[src/rtl/ld_str_mem_pkg.sv]
// Shared definitions for the load/store memory-access stage.
//   - Access size encodings as carried on req_size_in
//   - FSM state encoding for the stage controller
//   - Byte-lane width constants (32-bit data, four byte lanes)
//   - is_misaligned(): alignment check applied when a request is accepted
package ld_str_mem_pkg;

   localparam int WORD_W = 32;
   localparam int BYTE_W = 8;
   localparam int LANES  = 4;

   typedef enum logic [1:0] {
      SZ_BYTE = 2'b00,
      SZ_HALF = 2'b01,
      SZ_WORD = 2'b10,
      SZ_RSVD = 2'b11
   } size_e;

   typedef enum logic [1:0] {
      ST_IDLE = 2'd0,
      ST_MEM  = 2'd1,
      ST_WB   = 2'd2
   } state_e;

   // The reserved size is treated as misaligned so it aborts without a bus access.
   function automatic logic is_misaligned(input logic [1:0] size, input logic [1:0] off);
      logic mis;
      case (size)
         SZ_BYTE: mis = 1'b0;
         SZ_HALF: mis = off[0];
         SZ_WORD: mis = (off != 2'b00);
         default: mis = 1'b1;
      endcase
      return mis;
   endfunction

endpackage

[src/rtl/ld_str_byte_lane_align.sv]
// Combinational little-endian byte-lane steering.
//   size_i, off_i       : access size and byte offset (addr[1:0])
//   signed_i            : sign-extend byte/half loads
//   store_data_i        : register value, payload in the low bits
//   rdata_i             : raw memory read word
//   be_o                : byte enables for the access
//   wdata_o             : store data replicated onto every candidate lane
//   load_data_o         : extracted and extended load result
module ld_str_byte_lane_align
   import ld_str_mem_pkg::*;
(
   input  logic [1:0]        size_i,
   input  logic [1:0]        off_i,
   input  logic              signed_i,
   input  logic [WORD_W-1:0] store_data_i,
   input  logic [WORD_W-1:0] rdata_i,
   output logic [LANES-1:0]  be_o,
   output logic [WORD_W-1:0] wdata_o,
   output logic [WORD_W-1:0] load_data_o
);

   logic [BYTE_W-1:0]   load_byte;
   logic [2*BYTE_W-1:0] load_half;

   // Offsets are byte counts; the part-select bases are the offset scaled to bits.
   assign load_byte = rdata_i[{off_i, 3'b000} +: BYTE_W];
   assign load_half = rdata_i[{off_i[1], 4'b0000} +: 2*BYTE_W];

   always_comb begin
      be_o        = 4'b1111;
      wdata_o     = store_data_i;
      load_data_o = rdata_i;
      case (size_i)
         SZ_BYTE: begin
            be_o        = 4'b0001 << off_i;
            wdata_o     = {LANES{store_data_i[BYTE_W-1:0]}};
            load_data_o = {{(WORD_W-BYTE_W){signed_i & load_byte[BYTE_W-1]}}, load_byte};
         end
         SZ_HALF: begin
            be_o        = off_i[1] ? 4'b1100 : 4'b0011;
            wdata_o     = {2{store_data_i[2*BYTE_W-1:0]}};
            load_data_o = {{(WORD_W-2*BYTE_W){signed_i & load_half[2*BYTE_W-1]}}, load_half};
         end
         default: ;
      endcase
   end

endmodule

[src/rtl/load_store_mem_access_stage.sv]
// Load/store memory-access stage. Takes one address-generated request at a time,
// performs the data-memory access over req/ack, and presents the result in a single
// writeback holding register.
//   clk_in / reset_in               : clock, synchronous active-low reset
//   req_*                           : request handshake from address generation
//   mem_*                           : data memory request/ack interface
//   wb_*                            : writeback result handshake
module load_store_mem_access_stage
   import ld_str_mem_pkg::*;
#(
   parameter int ADDR_W = 32,
   parameter int DATA_W = 32,
   parameter int TAG_W  = 4,
   parameter int RD_W   = 4
) (
   input  logic              clk_in,
   input  logic              reset_in,
   input  logic              req_valid_in,
   output logic              req_ready_out,
   input  logic [ADDR_W-1:0] req_addr_in,
   input  logic [DATA_W-1:0] req_store_data_in,
   input  logic              req_is_load_in,
   input  logic [1:0]        req_size_in,
   input  logic              req_signed_in,
   input  logic [TAG_W-1:0]  req_tag_in,
   input  logic [RD_W-1:0]   req_rd_addr_in,
   output logic              mem_req_out,
   output logic              mem_we_out,
   output logic [ADDR_W-1:0] mem_addr_out,
   output logic [3:0]        mem_be_out,
   output logic [DATA_W-1:0] mem_wdata_out,
   input  logic              mem_ack_in,
   input  logic [DATA_W-1:0] mem_rdata_in,
   input  logic              mem_err_in,
   output logic              wb_valid_out,
   input  logic              wb_ready_in,
   output logic [TAG_W-1:0]  wb_tag_out,
   output logic [RD_W-1:0]   wb_rd_addr_out,
   output logic [DATA_W-1:0] wb_data_out,
   output logic              wb_is_load_out,
   output logic              wb_abort_out
);

   state_e            state_q, state_d;
   logic              mem_req_q, mem_req_d, mem_we_q, mem_we_d;
   logic [ADDR_W-1:0] mem_addr_q, mem_addr_d;
   logic [3:0]        mem_be_q, mem_be_d;
   logic [DATA_W-1:0] mem_wdata_q, mem_wdata_d;
   logic              wb_valid_q, wb_valid_d, wb_is_load_q, wb_is_load_d;
   logic              wb_abort_q, wb_abort_d;
   logic [TAG_W-1:0]  wb_tag_q, wb_tag_d, pend_tag_q, pend_tag_d;
   logic [RD_W-1:0]   wb_rd_q, wb_rd_d, pend_rd_q, pend_rd_d;
   logic [DATA_W-1:0] wb_data_q, wb_data_d;
   logic [1:0]        pend_size_q, pend_size_d, pend_off_q, pend_off_d;
   logic              pend_signed_q, pend_signed_d, pend_is_load_q, pend_is_load_d;

   logic              accept, in_mem;
   logic [1:0]        ln_size, ln_off;
   logic              ln_signed;
   logic [3:0]        ln_be;
   logic [DATA_W-1:0] ln_wdata, ln_load;

   assign req_ready_out = reset_in & ((state_q == ST_IDLE) | ((state_q == ST_WB) & wb_ready_in));
   assign accept        = req_valid_in & req_ready_out;

   // One lane aligner serves both directions: while in MEM it extracts load data for
   // the latched request; otherwise it shapes the incoming request (no accept in MEM).
   assign in_mem    = (state_q == ST_MEM);
   assign ln_size   = in_mem ? pend_size_q   : req_size_in;
   assign ln_off    = in_mem ? pend_off_q    : req_addr_in[1:0];
   assign ln_signed = in_mem ? pend_signed_q : req_signed_in;

   ld_str_byte_lane_align u_lane (
      .size_i       (ln_size),
      .off_i        (ln_off),
      .signed_i     (ln_signed),
      .store_data_i (req_store_data_in),
      .rdata_i      (mem_rdata_in),
      .be_o         (ln_be),
      .wdata_o      (ln_wdata),
      .load_data_o  (ln_load)
   );

   always_comb begin
      state_d        = state_q;
      mem_req_d      = mem_req_q;
      mem_we_d       = mem_we_q;
      mem_addr_d     = mem_addr_q;
      mem_be_d       = mem_be_q;
      mem_wdata_d    = mem_wdata_q;
      wb_valid_d     = wb_valid_q;
      wb_tag_d       = wb_tag_q;
      wb_rd_d        = wb_rd_q;
      wb_data_d      = wb_data_q;
      wb_is_load_d   = wb_is_load_q;
      wb_abort_d     = wb_abort_q;
      pend_tag_d     = pend_tag_q;
      pend_rd_d      = pend_rd_q;
      pend_size_d    = pend_size_q;
      pend_off_d     = pend_off_q;
      pend_signed_d  = pend_signed_q;
      pend_is_load_d = pend_is_load_q;

      case (state_q)
         ST_MEM: begin
            if (mem_ack_in) begin
               state_d      = ST_WB;
               mem_req_d    = 1'b0;
               wb_valid_d   = 1'b1;
               wb_tag_d     = pend_tag_q;
               wb_rd_d      = pend_rd_q;
               wb_abort_d   = mem_err_in;
               wb_is_load_d = pend_is_load_q & ~mem_err_in;
               wb_data_d    = (pend_is_load_q & ~mem_err_in) ? ln_load : '0;
            end
         end
         ST_WB: begin
            if (wb_ready_in) begin
               state_d    = ST_IDLE;
               wb_valid_d = 1'b0;
            end
         end
         default: ;
      endcase

      // Accept overrides the WB retirement above, giving back-to-back issue.
      if (accept) begin
         pend_tag_d     = req_tag_in;
         pend_rd_d      = req_rd_addr_in;
         pend_size_d    = req_size_in;
         pend_off_d     = req_addr_in[1:0];
         pend_signed_d  = req_signed_in;
         pend_is_load_d = req_is_load_in;
         if (is_misaligned(req_size_in, req_addr_in[1:0])) begin
            state_d      = ST_WB;
            wb_valid_d   = 1'b1;
            wb_tag_d     = req_tag_in;
            wb_rd_d      = req_rd_addr_in;
            wb_abort_d   = 1'b1;
            wb_is_load_d = 1'b0;
            wb_data_d    = '0;
         end else begin
            state_d     = ST_MEM;
            mem_req_d   = 1'b1;
            mem_we_d    = ~req_is_load_in;
            mem_addr_d  = {req_addr_in[ADDR_W-1:2], 2'b00};
            mem_be_d    = ln_be;
            mem_wdata_d = ln_wdata;
         end
      end
   end

   always_ff @(posedge clk_in) begin
      if (!reset_in) begin
         state_q        <= ST_IDLE;
         mem_req_q      <= 1'b0;
         mem_we_q       <= 1'b0;
         mem_addr_q     <= '0;
         mem_be_q       <= '0;
         mem_wdata_q    <= '0;
         wb_valid_q     <= 1'b0;
         wb_tag_q       <= '0;
         wb_rd_q        <= '0;
         wb_data_q      <= '0;
         wb_is_load_q   <= 1'b0;
         wb_abort_q     <= 1'b0;
         pend_tag_q     <= '0;
         pend_rd_q      <= '0;
         pend_size_q    <= '0;
         pend_off_q     <= '0;
         pend_signed_q  <= 1'b0;
         pend_is_load_q <= 1'b0;
      end else begin
         state_q        <= state_d;
         mem_req_q      <= mem_req_d;
         mem_we_q       <= mem_we_d;
         mem_addr_q     <= mem_addr_d;
         mem_be_q       <= mem_be_d;
         mem_wdata_q    <= mem_wdata_d;
         wb_valid_q     <= wb_valid_d;
         wb_tag_q       <= wb_tag_d;
         wb_rd_q        <= wb_rd_d;
         wb_data_q      <= wb_data_d;
         wb_is_load_q   <= wb_is_load_d;
         wb_abort_q     <= wb_abort_d;
         pend_tag_q     <= pend_tag_d;
         pend_rd_q      <= pend_rd_d;
         pend_size_q    <= pend_size_d;
         pend_off_q     <= pend_off_d;
         pend_signed_q  <= pend_signed_d;
         pend_is_load_q <= pend_is_load_d;
      end
   end

   assign mem_req_out    = mem_req_q;
   assign mem_we_out     = mem_we_q;
   assign mem_addr_out   = mem_addr_q;
   assign mem_be_out     = mem_be_q;
   assign mem_wdata_out  = mem_wdata_q;
   assign wb_valid_out   = wb_valid_q;
   assign wb_tag_out     = wb_tag_q;
   assign wb_rd_addr_out = wb_rd_q;
   assign wb_data_out    = wb_data_q;
   assign wb_is_load_out = wb_is_load_q;
   assign wb_abort_out   = wb_abort_q;

endmodule

[config.mk]
export PLATFORM = sky130hd
export DESIGN_NAME = load_store_mem_access_stage
export DESIGN_NICKNAME = d
export VERILOG_FILES = /design/src/rtl/ld_str_mem_pkg.sv /design/src/rtl/ld_str_byte_lane_align.sv /design/src/rtl/load_store_mem_access_stage.sv
export SDC_FILE = /design/constraint.sdc
export NUM_CORES = 1
export LEC_CHECK = 0
export CAP_MARGIN = 25
export CORE_UTILIZATION = 50
export CTS_CLUSTER_DIAMETER = 150
export DETAILED_ROUTE_END_ITERATION = 6
export DONT_BUFFER_PORTS = 1
export GPL_TIMING_DRIVEN = 0
export PLACE_DENSITY = 0.69
export SLEW_MARGIN = 10
export SYNTH_ARGS = -nofsm -noshare
export SYNTH_HDL_FRONTEND = slang
export SYNTH_HIERARCHICAL = 1
export SYNTH_SLANG_ARGS = --single-unit
[constraint.sdc]
create_clock -name clk_in -period 3.2 [get_ports clk_in]
set_clock_uncertainty 0.05 [all_clocks]
set_input_delay 0.64 -clock clk_in [delete_from_list [all_inputs] [get_ports clk_in]]
set_output_delay 0.64 -clock clk_in [all_outputs]
set_load 0.1 [all_outputs]
### Word-level counts from Yosys, hierarchy flattened

Cells that the tools add are included.
Widths: inputs -> output; s select.

| cells by class | value |
|---|---|
| shift-type cells | 3 |
| bitwise operators | 10 |
| reductions and logical operators | 7 |
| eq/ne operators | 7 |
| multiplexer cells | 44 |

Operator list:

| cell | count |
|---|---|
| $mux 32 | 5 |
| $pmux 32 s2 | 2 |
| $mux 4 | 9 |
| $shiftx 32x6->16 | 1 |
| $shiftx 32x6->8 | 1 |
| $mux 1 | 18 |
| $mux 2 | 6 |
| $pmux 4 s2 | 1 |
| $and 1x1->1 | 6 |
| $eq 2x1->1 const B | 3 |
| $logic_not 2->1 | 3 |
| $ne 3x3->1 const B | 2 |
| $eq 2x2->1 const B | 2 |
| $pmux 2 s2 | 1 |
| $shl 1x2->4 const A | 1 |
| $not 1->1 | 3 |
| $pmux 1 s3 | 1 |
| $reduce_and 3->1 | 1 |
| $reduce_bool 3->1 | 1 |
| $pmux 1 s2 | 1 |
| $reduce_and 2->1 | 1 |
| $reduce_bool 2->1 | 1 |
| $or 1x1->1 | 1 |

| word-level totals | value |
|---|---|
| bits of input ports | 114 |
| logic and storage cells | 89 |
| output and inout port bits | 114 |
| register bits | 127 |

### Logic depth before layout (Yosys ltp)

| logic depth | value |
|---|---|
| word-level depth | 10 |
| mapped depth | 11 |
| depth with buffers taken out | 8 |

### Modules after synthesis

The synthesis kept the hierarchy.

Modules (own cells, without submodules):

| module | times used | cells an instance | sequential area each (um^2) | area an instance (um^2) |
|---|---|---|---|---|
| load_store_mem_access_stage | 1 | 552 | 2542.4 | 4698.3 |
| ld_str_byte_lane_align | 1 | 171 | 0.0 | 1277.5 |

### Least setup slack after synthesis

Ideal clock, no wire load.

| path | value |
|---|---|
| path type | input to output |
| start point | input reset_in |
| end point | output req_ready_out |
| cell stages on the path | 3 |
| data required time | 2.510 ns |
| buffers on the path | 2 |
| arrival time | 1.882 ns |
| path slack | 0.628 ns |
| path through | buf_2 -> buf_1 -> and2_1 |

| between the ends | value |
|---|---|
| longest elaborated chain between the ends | 1 |

Ends and longest elaborated chain:

| element | RTL line | source |
|---|---|---|
| start, declared | load_store_mem_access_stage.sv:17 | `input logic reset_in,` |
| $and 1x1->1 | load_store_mem_access_stage.sv:63 | `assign req_ready_out = reset_in & ((state_q == ST_IDLE) \| ((state_q == ST_WB) & wb_ready_in));` |
| end, declared | load_store_mem_access_stage.sv:19 | `output logic req_ready_out,` |

Every way passes these cells.

### Final worst setup path

| path | value |
|---|---|
| start point | register state_q[0] |
| end point | output req_ready_out |

| between the ends | value |
|---|---|
| longest elaborated chain between the ends | 4 |
| elaborated cells between the ends (all ways) | 5 |
| those cells by class | eq/ne (1); bitwise (3); reduce/logical (1) |

Ends and longest elaborated chain:

| element | RTL line | source |
|---|---|---|
| start, declared | load_store_mem_access_stage.sv:44 | `state_e state_q, state_d;` |
| start signal, assigned | load_store_mem_access_stage.sv:174 | `state_q <= state_d;` |
| $eq 2x2->1 | load_store_mem_access_stage.sv:63 |  |
| $and 1x1->1 | load_store_mem_access_stage.sv:63 |  |
| $or 1x1->1 (*) | load_store_mem_access_stage.sv:63 |  |
| $and 1x1->1 (*) | load_store_mem_access_stage.sv:63 |  |

Every way passes the cells marked *; elsewhere a longest branch is shown, timed or not.

==> qor.csv <==
stage,metric,value,unit
status,outcome,"complete, but fails checks",
status,failing checks,design-rule violations,
layout,"non-filler cells, final",899,
floorplanning,row count,39,
global_route,global-route wire length before repair,27100,um
hold_path,Hold Crit Class,in -> reg,
placement,hpwl dp,12800,um
layout,"Core Util, Final",0.587,
timing,Slew headroom,0.314,
routing,vias,5307,
cts,clk_lat worst skew,0.41,ns
routing,drt wl/cell,19.0,um
routing,first-iteration detailed-routing DRC count,326,
timing,RSZ-0062 raised after global routing,false,
global_route,initial antenna violation count,0,
cts,CTS H-tree lvls,4,
cts,hold bufs inserted after CTS,0,
logic_synthesis,Post-Synthesis Cell Area,5980,sq um
critical_path,Crit Path Max Fanout,5,
logic_synthesis,area share of the largest cell type after synthesis,0.425,
critical_path,CP required,2.51,ns
critical_path,crit path buf inv count,1,
routing,DR DRC count,22,
floorplanning,IO Count,228,
logic_synthesis,post-synth top area cell,dfxtp_1,
timing,worst slew pin tran,1.03,ns
logic_synthesis,number of flops mapped to enable cells by yosys,0,
power_and_ir_drop,worst vdd ir,0.337,mV
logic_synthesis,Mapped Cells,723,
global_route,vias in the first global route,5306,
routing,post-route antenna net violation count,0,
layout,fin nets,860,
power_and_ir_drop,PD cells,713,nW/um^2
logic_synthesis,top area cells in the synthesized netlist,"dfxtp_1, nand2_1, nand3_1, a22oi_1, mux2_2",
floorplanning,die area,12400,sq um
critical_path,CP Launch Type,flip-flop,
critical_path,CP endpoint kind,output port,
power_and_ir_drop,Pwr Total,4.82,mW
logic_synthesis,commonest register cell after synthesis,dfxtp_1,
global_route,Tot GR Track Use,0.279,
timing,crit share post-route,0.862,
layout,area grow syn2layout,13.1,%
critical_path,crit path DAT,2.07,ns
cts,clk sinks,127,
cts,Clock Path Buffers,2,
placement,gpl congestion,0.924,
cts,Root Driver,clkbuf_16,
layout,layout cell share with drive strength beyond 1,0.165,
timing,Final min period,2.76,ns
logic_synthesis,commonest cells in the netlist,"nand2_1, dfxtp_1, nand3_1",
critical_path,crit-path max cell delay,0.80,ns
timing,fin worst setup slack,0.442,ns
job,Max-Cap Viols,0,
floorplanning,die width,111,um
floorplanning,Starting Density,0.519,
critical_path,CP max stage cell,and2_1,
global_route,Congestion Overflow GR,0,
logic_synthesis,Unique masters post-synth,49,
placement,placed cell count,867,
routing,routed vias/inst,5.90,
critical_path,critical path class,reg -> out,
cts,post-cts resize count,0,
timing,final hold vios,0,
timing,fmax,363,MHz
floorplanning,Core ar.,11500,sq um
logic_synthesis,"Async S/R FF share, synth",0,
logic_synthesis,sequential area share after synthesis,0.425,
global_route,largest net degree at the start of global routing,17,
timing,# setup viols final,0,
power_and_ir_drop,Leakage Power,2.89,nW
logic_synthesis,Ys Warns,6,
placement,PortBufs,0,
cts,Post-CTS Setup Repair Bufs,0,
logic_synthesis,number of synthesized register bits,127,
layout,Antenna Cells,0,
placement,DP Worst Slack,0.432,ns
timing,Setup TNS,0,ns
routing,drt first pass iters,7,
cts,CTS tree,yes,
floorplanning,Die H,111,um
critical_path,Top delay family on crit path,simple AND/OR/NAND/NOR gates,
routing,Routed Wire Length,17100,um
timing,final slew viol count,0,
logic_synthesis,most frequent cell after synthesis,nand2_1,
logic_synthesis,syn avg cell area,8.27,sq um
cts,cts bufs inserted,17,
cts,Clock Pin Slew Worst Setup and Hold Paths,0.06,ns
critical_path,crit-path cells,inv_1 > ha_1 > a21o_1 > and2_1,
==> registers in the layout, summed over array words and instances, names as in the netlist <==
name            flops
pend_signed_q       1
wb_abort_out        1
mem_req_out         1
mem_addr_out       30
wb_valid_out        1
pend_size_q         2
pend_is_load_q      1
wb_is_load_out      1
wb_tag_out          4
pend_tag_q          4
mem_be_out          4
wb_data_out        32
mem_wdata_out      32
wb_rd_addr_out      4
pend_off_q          2
state_q             2
mem_we_out          1
pend_rd_q           4
==> cell type report <==
cell class	instances	area, sq um
Fill cell	1041	4760
Multi-Input combinational cell	522	3010
Sequential cell	127	2540
Clock buffer	17	425
Buffer	71	412
Tap cell	143	179
Clock inverter	15	174
Inverter	4	15.0
==> cells in the final DEF (no fill, tap or decap), types with 2 or more instances in the layout <==
master and count:
inv_6 4, o22ai_1 16, nor3_2 2, ha_1 3
nor2_1 44, o21ai_0 24, nand2_1 188, buf_1 2
clkinvlp_4 3, o21bai_1 3, dfxtp_1 127, or2_1 2
o21ai_1 7, buf_6 7, a221o_1 7, o21a_1 2
clkbuf_16 17, inv_8 3, nand3_1 76, a21boi_0 2
mux2i_1 17, a22oi_1 40, o221ai_1 8, inv_1 4
conb_1 2, clkinv_4 2, mux2_2 23, mux2_4 8
buf_4 15, buf_2 29, clkbuf_1 18, o22a_1 2
a21oi_1 5, nor2b_1 19, bufinv_16 2, nand2b_1 3
==> through the flow <==
stage                     cell area, sq um  hold slack (ns)
after floorplan                       5980            0.375
after global placement                6160            0.384
after detailed placement              6160            0.392
after CTS                             6760            0.258
after global routing                  6760            0.258
final                                 6760            0.269
==> cell families after synthesis <==
kind of cell	Yosys count	share of synthesized area
simple gates	342	0.250
flops	127	0.425
compound gates	126	0.151
buf+inv	75	0.0714
mux	49	0.0957
fa+ha+maj	3	0.00628
other cells	1	0.000628
==> layer usage <==
layer	up-vias	track usage	routed length (um)
met1	2488	0.318	6710
met3	35	0.101	1670
li1	2531	-	-
met5	-	0	0
met4	0	0.118	386
met2	253	0.471	8350
==> where the power goes <==
group	leakage (nW)	switching, mW	internal (mW)	total, mW
sequential	1.03	0.580	1.67	2.25
clock	0.287	0.786	1.17	1.96
combinational	1.57	0.360	0.247	0.607
total	2.89	1.73	3.09	4.82
==> path summary, 6_finish.rpt <==
check	from	end	slack (ns)	cells past startpoint
max reg2reg	state_q[1]	wb_data_out[14]	0.61	11
min	req_is_load_in	mem_we_out	0.27	1
max	state_q[0]	req_ready_out	0.44	4
min reg2reg	pend_rd_q[3]	pend_rd_q[3]	0.40	2
==> worst reg2reg max path, stage by stage (launching register included) <==
cell,delay [ns]
dfxtp_1,0.34
inv_1,0.08
ha_1,0.14
buf_4,0.18
mux2_2,0.36
buf_6,0.13
inv_1,0.11
clkbuf_1,0.39
a22oi_1,0.17
o221ai_1,0.33
a22oi_1,0.12
nor2_1,0.12
No activity file was read; power rests on OpenSTA's default activity.
